File: config.mk
export PLATFORM = sky130hd
export DESIGN_NAME = cv32e40x_bch_predictor_flat
export DESIGN_NICKNAME = d
export VERILOG_FILES = /design/src/rtl/cv32e40x_bch_predictor_if.sv /design/src/rtl/cv32e40x_bch_predictor.sv /design/src/flat_wrapper.sv
export SDC_FILE = /design/constraint.sdc
export NUM_CORES = 1
export LEC_CHECK = 0
export CELL_PAD_IN_SITES_DETAIL_PLACEMENT = 1
export CELL_PAD_IN_SITES_GLOBAL_PLACEMENT = 1
export CORE_UTILIZATION = 28
export DETAILED_ROUTE_END_ITERATION = 10
export PLACE_DENSITY_LB_ADDON = 0.3
export SYNTH_ARGS = -nofsm -noshare
export SYNTH_HDL_FRONTEND = slang
export SYNTH_SLANG_ARGS = --single-unit
File: constraint.sdc
create_clock -name clk -period 4.1 [get_ports clk]
set_clock_uncertainty 0.1 [all_clocks]
set_input_delay 0.41 -clock clk [delete_from_list [all_inputs] [get_ports clk]]
set_output_delay 0.41 -clock clk [all_outputs]
set_load 0.005 [all_outputs]
File: src/rtl/cv32e40x_bch_predictor_if.sv
// Shared control-transfer type and the ID/EX bus of the branch predictor.

package cv32e40x_bch_predictor_pkg;

    // Control-transfer type of the instruction currently in ID
    typedef enum logic [1:0] {
        CT_JAL  = 2'b01,
        CT_JALR = 2'b10,
        CT_BCH  = 2'b11
    } bch_jmp_mux_e;

endpackage

interface cv32e40x_bch_predictor_if
    import cv32e40x_bch_predictor_pkg::*;
#(
    parameter int unsigned MISP_CNT_W = 16
);

    // ID-stage target/prediction request
    bch_jmp_mux_e              bch_jmp_mux_sel_i;
    logic [31:0]               pc_id_i;
    logic [31:0]               imm_uj_type_i;
    logic [31:0]               imm_sb_type_i;
    logic [31:0]               imm_i_type_i;
    logic [31:0]               jalr_fw_i;

    // EX-stage branch resolution
    logic                      upd_valid_i;
    logic [31:0]               upd_pc_i;
    logic                      upd_taken_i;
    logic                      upd_predicted_i;

    // Results
    logic [31:0]               bch_target_o;
    logic [31:0]               jmp_target_o;
    logic                      bch_prediction_id_o;
    logic [MISP_CNT_W-1:0]     mispredict_cnt_o;

    modport master (
        output bch_jmp_mux_sel_i, pc_id_i, imm_uj_type_i, imm_sb_type_i,
               imm_i_type_i, jalr_fw_i, upd_valid_i, upd_pc_i, upd_taken_i,
               upd_predicted_i,
        input  bch_target_o, jmp_target_o, bch_prediction_id_o, mispredict_cnt_o
    );

    modport slave (
        input  bch_jmp_mux_sel_i, pc_id_i, imm_uj_type_i, imm_sb_type_i,
               imm_i_type_i, jalr_fw_i, upd_valid_i, upd_pc_i, upd_taken_i,
               upd_predicted_i,
        output bch_target_o, jmp_target_o, bch_prediction_id_o, mispredict_cnt_o
    );

endinterface

File: src/rtl/cv32e40x_bch_predictor.sv
// ID-stage PC target unit with a BHT of saturating counters trained from EX.

module cv32e40x_bch_predictor
    import cv32e40x_bch_predictor_pkg::*;
#(
    parameter int unsigned BHT_DEPTH  = 16,
    parameter int unsigned CNT_W      = 2,
    parameter int unsigned DYN_PRED   = 1,
    parameter int unsigned MISP_CNT_W = 16
) (
    input  logic                     clk,
    input  logic                     rst,
    cv32e40x_bch_predictor_if.slave  bus
);

    localparam int unsigned         IDX_W    = $clog2(BHT_DEPTH);
    localparam logic [CNT_W-1:0]    CNT_MAX  = {CNT_W{1'b1}};
    localparam logic [CNT_W-1:0]    CNT_RST  = CNT_W'((1 << (CNT_W - 1)) - 1);
    localparam logic [MISP_CNT_W-1:0] MISP_MAX = {MISP_CNT_W{1'b1}};

    logic [CNT_W-1:0]      bht_q [BHT_DEPTH];
    logic [CNT_W-1:0]      bht_d [BHT_DEPTH];
    logic [MISP_CNT_W-1:0] misp_cnt_q;
    logic [MISP_CNT_W-1:0] misp_cnt_d;

    logic [IDX_W-1:0]      lkp_idx;
    logic [IDX_W-1:0]      upd_idx;
    logic [CNT_W-1:0]      upd_cnt;
    logic [31:0]           pc_target;
    logic                  pred_dyn;
    logic                  pred_sta;
    logic                  unused_upd_pc;

    // Bit 0 is skipped so compressed instructions get distinct entries
    assign lkp_idx       = bus.pc_id_i[IDX_W:1];
    assign upd_idx       = bus.upd_pc_i[IDX_W:1];
    assign unused_upd_pc = ^{bus.upd_pc_i[31:IDX_W+1], bus.upd_pc_i[0]};

    // Target adder, JALR path doubles as the default
    always_comb begin
        pc_target = bus.jalr_fw_i + bus.imm_i_type_i;
        case (bus.bch_jmp_mux_sel_i)
            CT_JAL:  pc_target = bus.pc_id_i + bus.imm_uj_type_i;
            CT_BCH:  pc_target = bus.pc_id_i + bus.imm_sb_type_i;
            default: pc_target = bus.jalr_fw_i + bus.imm_i_type_i;
        endcase
    end

    assign bus.bch_target_o = pc_target;
    assign bus.jmp_target_o = pc_target;

    // Lookup reads the registered table only, so same-cycle updates are not bypassed
    assign pred_dyn = bht_q[lkp_idx][CNT_W-1];
    assign pred_sta = bus.imm_sb_type_i[31];

    assign bus.bch_prediction_id_o = (bus.bch_jmp_mux_sel_i == CT_BCH) &&
                                     ((DYN_PRED != 0) ? pred_dyn : pred_sta);

    assign bus.mispredict_cnt_o = misp_cnt_q;

    // Next state: one saturating counter step and the mispredict tally
    always_comb begin
        bht_d      = bht_q;
        misp_cnt_d = misp_cnt_q;
        upd_cnt    = bht_q[upd_idx];
        if (bus.upd_valid_i) begin
            if (bus.upd_taken_i) begin
                if (upd_cnt != CNT_MAX) begin
                    bht_d[upd_idx] = upd_cnt + CNT_W'(1);
                end
            end else begin
                if (upd_cnt != '0) begin
                    bht_d[upd_idx] = upd_cnt - CNT_W'(1);
                end
            end
            if ((bus.upd_taken_i != bus.upd_predicted_i) && (misp_cnt_q != MISP_MAX)) begin
                misp_cnt_d = misp_cnt_q + MISP_CNT_W'(1);
            end
        end
    end

    // State registers; reset overrides any concurrent update
    always_ff @(posedge clk) begin
        if (rst) begin
            for (int unsigned i = 0; i < BHT_DEPTH; i++) begin
                bht_q[i] <= CNT_RST;
            end
            misp_cnt_q <= '0;
        end else begin
            bht_q      <= bht_d;
            misp_cnt_q <= misp_cnt_d;
        end
    end

endmodule

File: src/flat_wrapper.sv
// flat-port wrapper written by rule: the top's interface ports become plain ports
module cv32e40x_bch_predictor_flat import cv32e40x_bch_predictor_pkg::*;
#(
    parameter int unsigned BHT_DEPTH  = 16,
    parameter int unsigned CNT_W      = 2,
    parameter int unsigned DYN_PRED   = 1,
    parameter int unsigned MISP_CNT_W = 16
)
  (clk, rst, bus_bch_jmp_mux_sel_i, bus_pc_id_i, bus_imm_uj_type_i, bus_imm_sb_type_i, bus_imm_i_type_i, bus_jalr_fw_i, bus_upd_valid_i, bus_upd_pc_i, bus_upd_taken_i, bus_upd_predicted_i, bus_bch_target_o, bus_jmp_target_o, bus_bch_prediction_id_o, bus_mispredict_cnt_o);
  cv32e40x_bch_predictor_if #(.MISP_CNT_W(MISP_CNT_W)) bus_i ();
  input  logic clk;
  input  logic rst;
  input wire logic [$bits(bus_i.bch_jmp_mux_sel_i)-1:0] bus_bch_jmp_mux_sel_i;
  input wire logic [$bits(bus_i.pc_id_i)-1:0] bus_pc_id_i;
  input wire logic [$bits(bus_i.imm_uj_type_i)-1:0] bus_imm_uj_type_i;
  input wire logic [$bits(bus_i.imm_sb_type_i)-1:0] bus_imm_sb_type_i;
  input wire logic [$bits(bus_i.imm_i_type_i)-1:0] bus_imm_i_type_i;
  input wire logic [$bits(bus_i.jalr_fw_i)-1:0] bus_jalr_fw_i;
  input wire logic [$bits(bus_i.upd_valid_i)-1:0] bus_upd_valid_i;
  input wire logic [$bits(bus_i.upd_pc_i)-1:0] bus_upd_pc_i;
  input wire logic [$bits(bus_i.upd_taken_i)-1:0] bus_upd_taken_i;
  input wire logic [$bits(bus_i.upd_predicted_i)-1:0] bus_upd_predicted_i;
  output wire logic [$bits(bus_i.bch_target_o)-1:0] bus_bch_target_o;
  output wire logic [$bits(bus_i.jmp_target_o)-1:0] bus_jmp_target_o;
  output wire logic [$bits(bus_i.bch_prediction_id_o)-1:0] bus_bch_prediction_id_o;
  output wire logic [$bits(bus_i.mispredict_cnt_o)-1:0] bus_mispredict_cnt_o;
  assign bus_i.bch_jmp_mux_sel_i = bus_bch_jmp_mux_sel_i;
  assign bus_i.pc_id_i = bus_pc_id_i;
  assign bus_i.imm_uj_type_i = bus_imm_uj_type_i;
  assign bus_i.imm_sb_type_i = bus_imm_sb_type_i;
  assign bus_i.imm_i_type_i = bus_imm_i_type_i;
  assign bus_i.jalr_fw_i = bus_jalr_fw_i;
  assign bus_i.upd_valid_i = bus_upd_valid_i;
  assign bus_i.upd_pc_i = bus_upd_pc_i;
  assign bus_i.upd_taken_i = bus_upd_taken_i;
  assign bus_i.upd_predicted_i = bus_upd_predicted_i;
  assign bus_bch_target_o = bus_i.bch_target_o;
  assign bus_jmp_target_o = bus_i.jmp_target_o;
  assign bus_bch_prediction_id_o = bus_i.bch_prediction_id_o;
  assign bus_mispredict_cnt_o = bus_i.mispredict_cnt_o;
  cv32e40x_bch_predictor #(.BHT_DEPTH(BHT_DEPTH), .CNT_W(CNT_W), .DYN_PRED(DYN_PRED), .MISP_CNT_W(MISP_CNT_W)) u_core (.clk(clk), .rst(rst), .bus(bus_i));
endmodule
# == Yosys cells after proc, flatten, opt, wreduce, memory -nomap -nowiden ==
# Index checks and enable logic that the tools add are counted.
# totals
reg_bits,48
input_bits,199
output_inout_bits,81
elab_cells,55
# op_classes
n_addsub,6
magnitude_cmp,3
n_eq_ne,6
n_mux,14
bitwise_logic,2
n_reduce_logical,7
# ops
operator,count
$add A32 B32 Y32,3
$mux W32,3
$bwmux W32,2
$pmux W32 S2,1
$add A16 B1 Y16 const B,1
$bmux W2 S4,2
$ne A16 B16 Y1 const B,1
$ge A5 B5 Y1 const B,2
$mux W2,5
$not A4 Y5,2
$demux W2 S4,1
$lt A5 B1 Y1 const B,1
$reduce_bool A2 Y1,2
$logic_and A1 B1 Y1,3
$reduce_and A3 Y1,1
$add A2 B1 Y2 const B,1
$eq A2 B1 Y1 const B,1
$eq A2 B2 Y1 const B,1
$ne A2 B1 Y1 const B,1
$ne A2 B2 Y1 const B,1
$reduce_and A2 Y1,1
$sub A2 B1 Y2 const B,1
$ne A1 B1 Y1,1

# == Longest topological paths before layout ==
# logic_depth
ltp_word,8
depth_mapped,17
ltp_nobuf,14

# == Least setup slack after synthesis ==
# OpenSTA, ideal clock, no wires.
# synth_timing
path_kind,input-to-output
startpoint,in bus_bch_jmp_mux_sel_i[0]
endpoint,out bus_jmp_target_o[27]
arrival_ns,3.749
required_ns,3.590
setup_slack_ns,-0.159
stages,15
n_path_buf,3
path_cell_list,clkbuf_1 > nand2_1 > clkbuf_1 > mux2_2 > ha_1 > a21oi_1 > nor2_1 > a211oi_1 > a2111oi_0 > or3_1 > a221o_1 > a21boi_0 > xor2_1 > mux2i_1 > buf_4
# synth_between
elab_chain_cells,2
word_cells_on_any_way,3
cone_classes,eq/ne (2); mux (1)
# synth_lines
element,line,text
start: declaration,flat_wrapper.sv:13,input wire logic [$bits(bus_i.bch_jmp_mux_sel_i)-1:0] bus_bch_jmp_mux_sel_i;
$eq A2 B2 Y1 or $eq A2 B1 Y1 (tied branches),cv32e40x_bch_predictor.sv:42,case (bus.bch_jmp_mux_sel_i)
$pmux W32 S2 *,cv32e40x_bch_predictor.sv:42,
end: declaration,flat_wrapper.sv:24,output wire logic [$bits(bus_i.jmp_target_o)-1:0] bus_jmp_target_o;
# Every way passes the cells marked *; elsewhere a longest branch is shown, timed or not.

# == Worst setup path in the final report ==
# layout_timing
startpoint,in bus_bch_jmp_mux_sel_i[1]
endpoint,out bus_bch_target_o[25]
# layout_between
elab_chain_cells,2
word_cells_on_any_way,3
cone_classes,eq/ne (2); mux (1)
# layout_lines
element,line,text
$eq A2 B2 Y1 or $eq A2 B1 Y1 (tied branches),cv32e40x_bch_predictor.sv:42,
$pmux W32 S2 *,cv32e40x_bch_predictor.sv:42,
end: declaration,flat_wrapper.sv:23,output wire logic [$bits(bus_i.bch_target_o)-1:0] bus_bch_target_o;
# Marked as above.

==> out/qor.txt <==
Sequential cell area: 961 µm²
Max Cap Viol: 0
Vias per inst: 5.14
Avg Inst Size Synth: 7.84 µm²
Ys async rst share: 0%
Area Growth Syn to Fin: 71.4%
Synth warn: 0
Slew HR: 54.3%
Crit-path cells: buf_8 -> nand2_8 -> buf_6 -> mux2_2 -> ha_4 -> buf_4 -> and3_1 -> nand3_2 -> buf_4 -> nand2_2 -> a21oi_1 -> buf_4 -> o21bai_2 -> buf_4 -> xnor2_2 -> nand2_1 -> o21ai_2 -> clkdlybuf4s50_1
RSZ-0062 raised after global routing: yes
Die width: 154 µm
Post-DP HPWL: 20800 µm
Worst-margin pin slew: 0.685 ns
Static leakage: 4.73 nW
Final hold viol count: 0
Later-pin clock latency in the skew report: 0.28 ns
Worst min path class: flop to flop
Multi-input gate area: 5750 µm²
Fill cells: 2652
Die Y: 154 µm
Number of CTS-inserted buffers: 5
Drt initial violations: 205
CP peak stage delay: 0.53 ns
Synth Instances: 824
Setup WS post-layout: 0.0147 ns
CTS tree: yes
Crit path time final: 4.09 ns
Synth cell types: 66
Die area: 23700 µm²
CP Max Fanout: 8
CP max stage cell: clkdlybuf4s50_1
Top Layer Used: met5
Largest net degree at the start of global routing: 60
#FFs+latches synth: 48
Final ANT Viol Nets: 0
P per Cell Area: 229 nW/µm²
Wire length on met1: 10600 µm
Cell mode on critical path: buf_4
Remaining global-route overflow: 0
Min Hold Slack: 0.375 ns
R2R depth: 12
I/O pin total: 280
Initial core utilization: 28.5%
CP Launch Type: primary input
Period utilization: 99.6%
CP bufs+invs: 7
Number of flops mapped to enable cells by yosys: 0
First-pass GRT wire length: 40500 µm
Pwr Total: 0.00254 W
Clk slew on worst S/H paths: 0.06 ns
Core Box Area: 22600 µm²
Post-synthesis sequential area ratio: 14.9%
Met2 wire length: 13800 µm
Post-Syn Nets: 1093
Hold-fix buffers at CTS: 0
Stages on worst setup path: 18
Post-route setup TNS: 0 ns
Final Setup Violations: 0
TritonCTS Sinks: 48
Worst ir drop on vdd: 170 µV
Tot GR Track Use: 21.0%
Most used flip-flop cell after synthesis: dfxtp_1
Met3 WL: 1300 µm
Post-place setup slack: -0.993 ns
Pre-Repair DR Iteration Count: 4
Yosys top cell by area: dfxtp_1
# port buffers: 251
Deepest clock path buffer count: 2
Routed wire per std cell: 17.6 µm
Fmax: 0.245 GHz
Status: completed
Worst EP arrival: 3.58 ns
Setup crit end kind: output port
Num rows: 55
Max-slew violations: 0
Post-route DRC: 0
# nets final: 1452
Netlist Area Pre-Place: 6460 µm²
Vias: 7560
Layout cells sized above 1: 28.0%
Required @ worst endpoint: 3.59 ns
Hold path cells: 2
Cell family with most CP delay: buffers and inverters
Initial antenna violation count: 4
Htree depth: 2
Yosys top cell area share: 14.9%
Clk root buf: clkbuf_16
Fin util: 48.9%
Number of global-route vias before repair: 7950
Synth area leaders: dfxtp_1, ha_1, mux2_2, a21oi_1, xor2_1
Total routed wirelength: 25900 µm
Placer Congestion: 0.879
Setup CP Type: primary input to output port
[layout make-up]
| cell class | instances | share of cell area [%] |
|---|---|---|
| well taps | 285 | 3.22 |
| inverters | 20 | 0.678 |
| diodes | 2 | 0.0452 |
| clock buffers | 6 | 1.25 |
| flip-flops and latches | 48 | 8.68 |
| repair buffers | 415 | 34.1 |
| multi-input cells | 693 | 51.9 |
| clock inverters | 2 | 0.0904 |
[synth_stat cells, drive strengths merged (4+ instances only)]
library cell / n
a2111oi: 5
a211o: 4
a211oi: 10
a21o: 25
a21oi: 75
and2: 5
and3: 9
and4: 5
buf: 36
clkbuf: 27
dfxtp: 48
ha: 68
inv: 20
mux2: 34
mux2i: 21
mux4: 14
nand2: 77
nand2b: 14
nand3: 20
nand4: 14
nor2: 73
nor3: 14
nor4: 4
o211ai: 6
o21a: 9
o21ai: 63
o21bai: 6
o31ai: 5
or3: 4
xnor2: 31
xor2: 38
[power breakdown]
part           internal, W  switching [W]  leakage, nW
clock network     0.000241       0.000175       0.0766
registers         0.000474     0.00000664        0.388
logic             0.000924       0.000719         4.27
total              0.00164       0.000901         4.73
[worst reg2reg max path, stage by stage, from the launching register on]
cell and delay (ns):
dfxtp_1 0.33, mux4_2 0.47, mux2_2 0.28, o21ai_1 0.18, inv_1 0.14, ha_1 0.22
mux2i_1 0.17, nand2_1 0.20, nor2_1 0.14, nand2_1 0.08, nor3_1 0.34, mux2i_1 0.23
nand2_1 0.06
[final timing paths]
check                      startpoint                    to  slack, ns
max reg2reg                      flop                  flop       1.02
max          bus_bch_jmp_mux_sel_i[1]  bus_bch_target_o[25]       0.01
min reg2reg                      flop                  flop       0.37
min                              flop                  flop       0.37
[metal layers]
metal,vias to the layer above,global-route usage (%)
li1,3720,-
met1,3621,24.1
met2,195,40.6
met3,22,3.38
met4,2,3.81
met5,-,0
[metrics by stage]
step           instance area (µm²)  instances
3_5_place_dp                  9970       1429
3_3_place_gp                  9970       1429
6_report                     11100       1471
4_1_cts                      10800       1458
5_1_grt                      11100       1471
2_1_floorplan                 6460        824
[kinds of logic after synthesis]
| kind of cell | after synthesis | synth area share (%) |
|---|---|---|
| and+or+nand+nor | 250 | 18.1 |
| buffers and inverters | 83 | 6.70 |
| muxes | 69 | 14.1 |
| xor gates and xnor gates | 69 | 9.36 |
| adders and majority gates | 70 | 13.8 |
| DFF | 48 | 14.9 |
| AOI/OAI and AO/OA | 235 | 23.1 |
[placed cells by master, fill, tap and decap left out, types with 13 or more instances in the layout]
| master | n |
|---|---|
| mux2i_1 | 21 |
| a21oi_1 | 59 |
| nor2_1 | 73 |
| xor2_1 | 36 |
| a21oi_2 | 13 |
| mux2_2 | 24 |
| dfxtp_1 | 48 |
| nand2_1 | 75 |
| xnor2_1 | 28 |
| clkdlybuf4s50_1 | 206 |
| mux4_2 | 14 |
| o21ai_0 | 46 |
| a21o_1 | 25 |
| ha_1 | 49 |
| buf_4 | 155 |
| nand2b_1 | 13 |
| ha_4 | 16 |
| nand4_1 | 14 |
| dlymetal6s2s_1 | 17 |
| nor3_1 | 13 |
| inv_1 | 20 |
| nand3_1 | 19 |
[what timing repair did]
item / CTS / global route
gates resized for setup: 156 / 75
setup endpoints to repair: 54 / 44
buffers inserted: 21 / 13
pin swaps: 42 / 33
No activity file was read; power rests on OpenSTA's default activity.
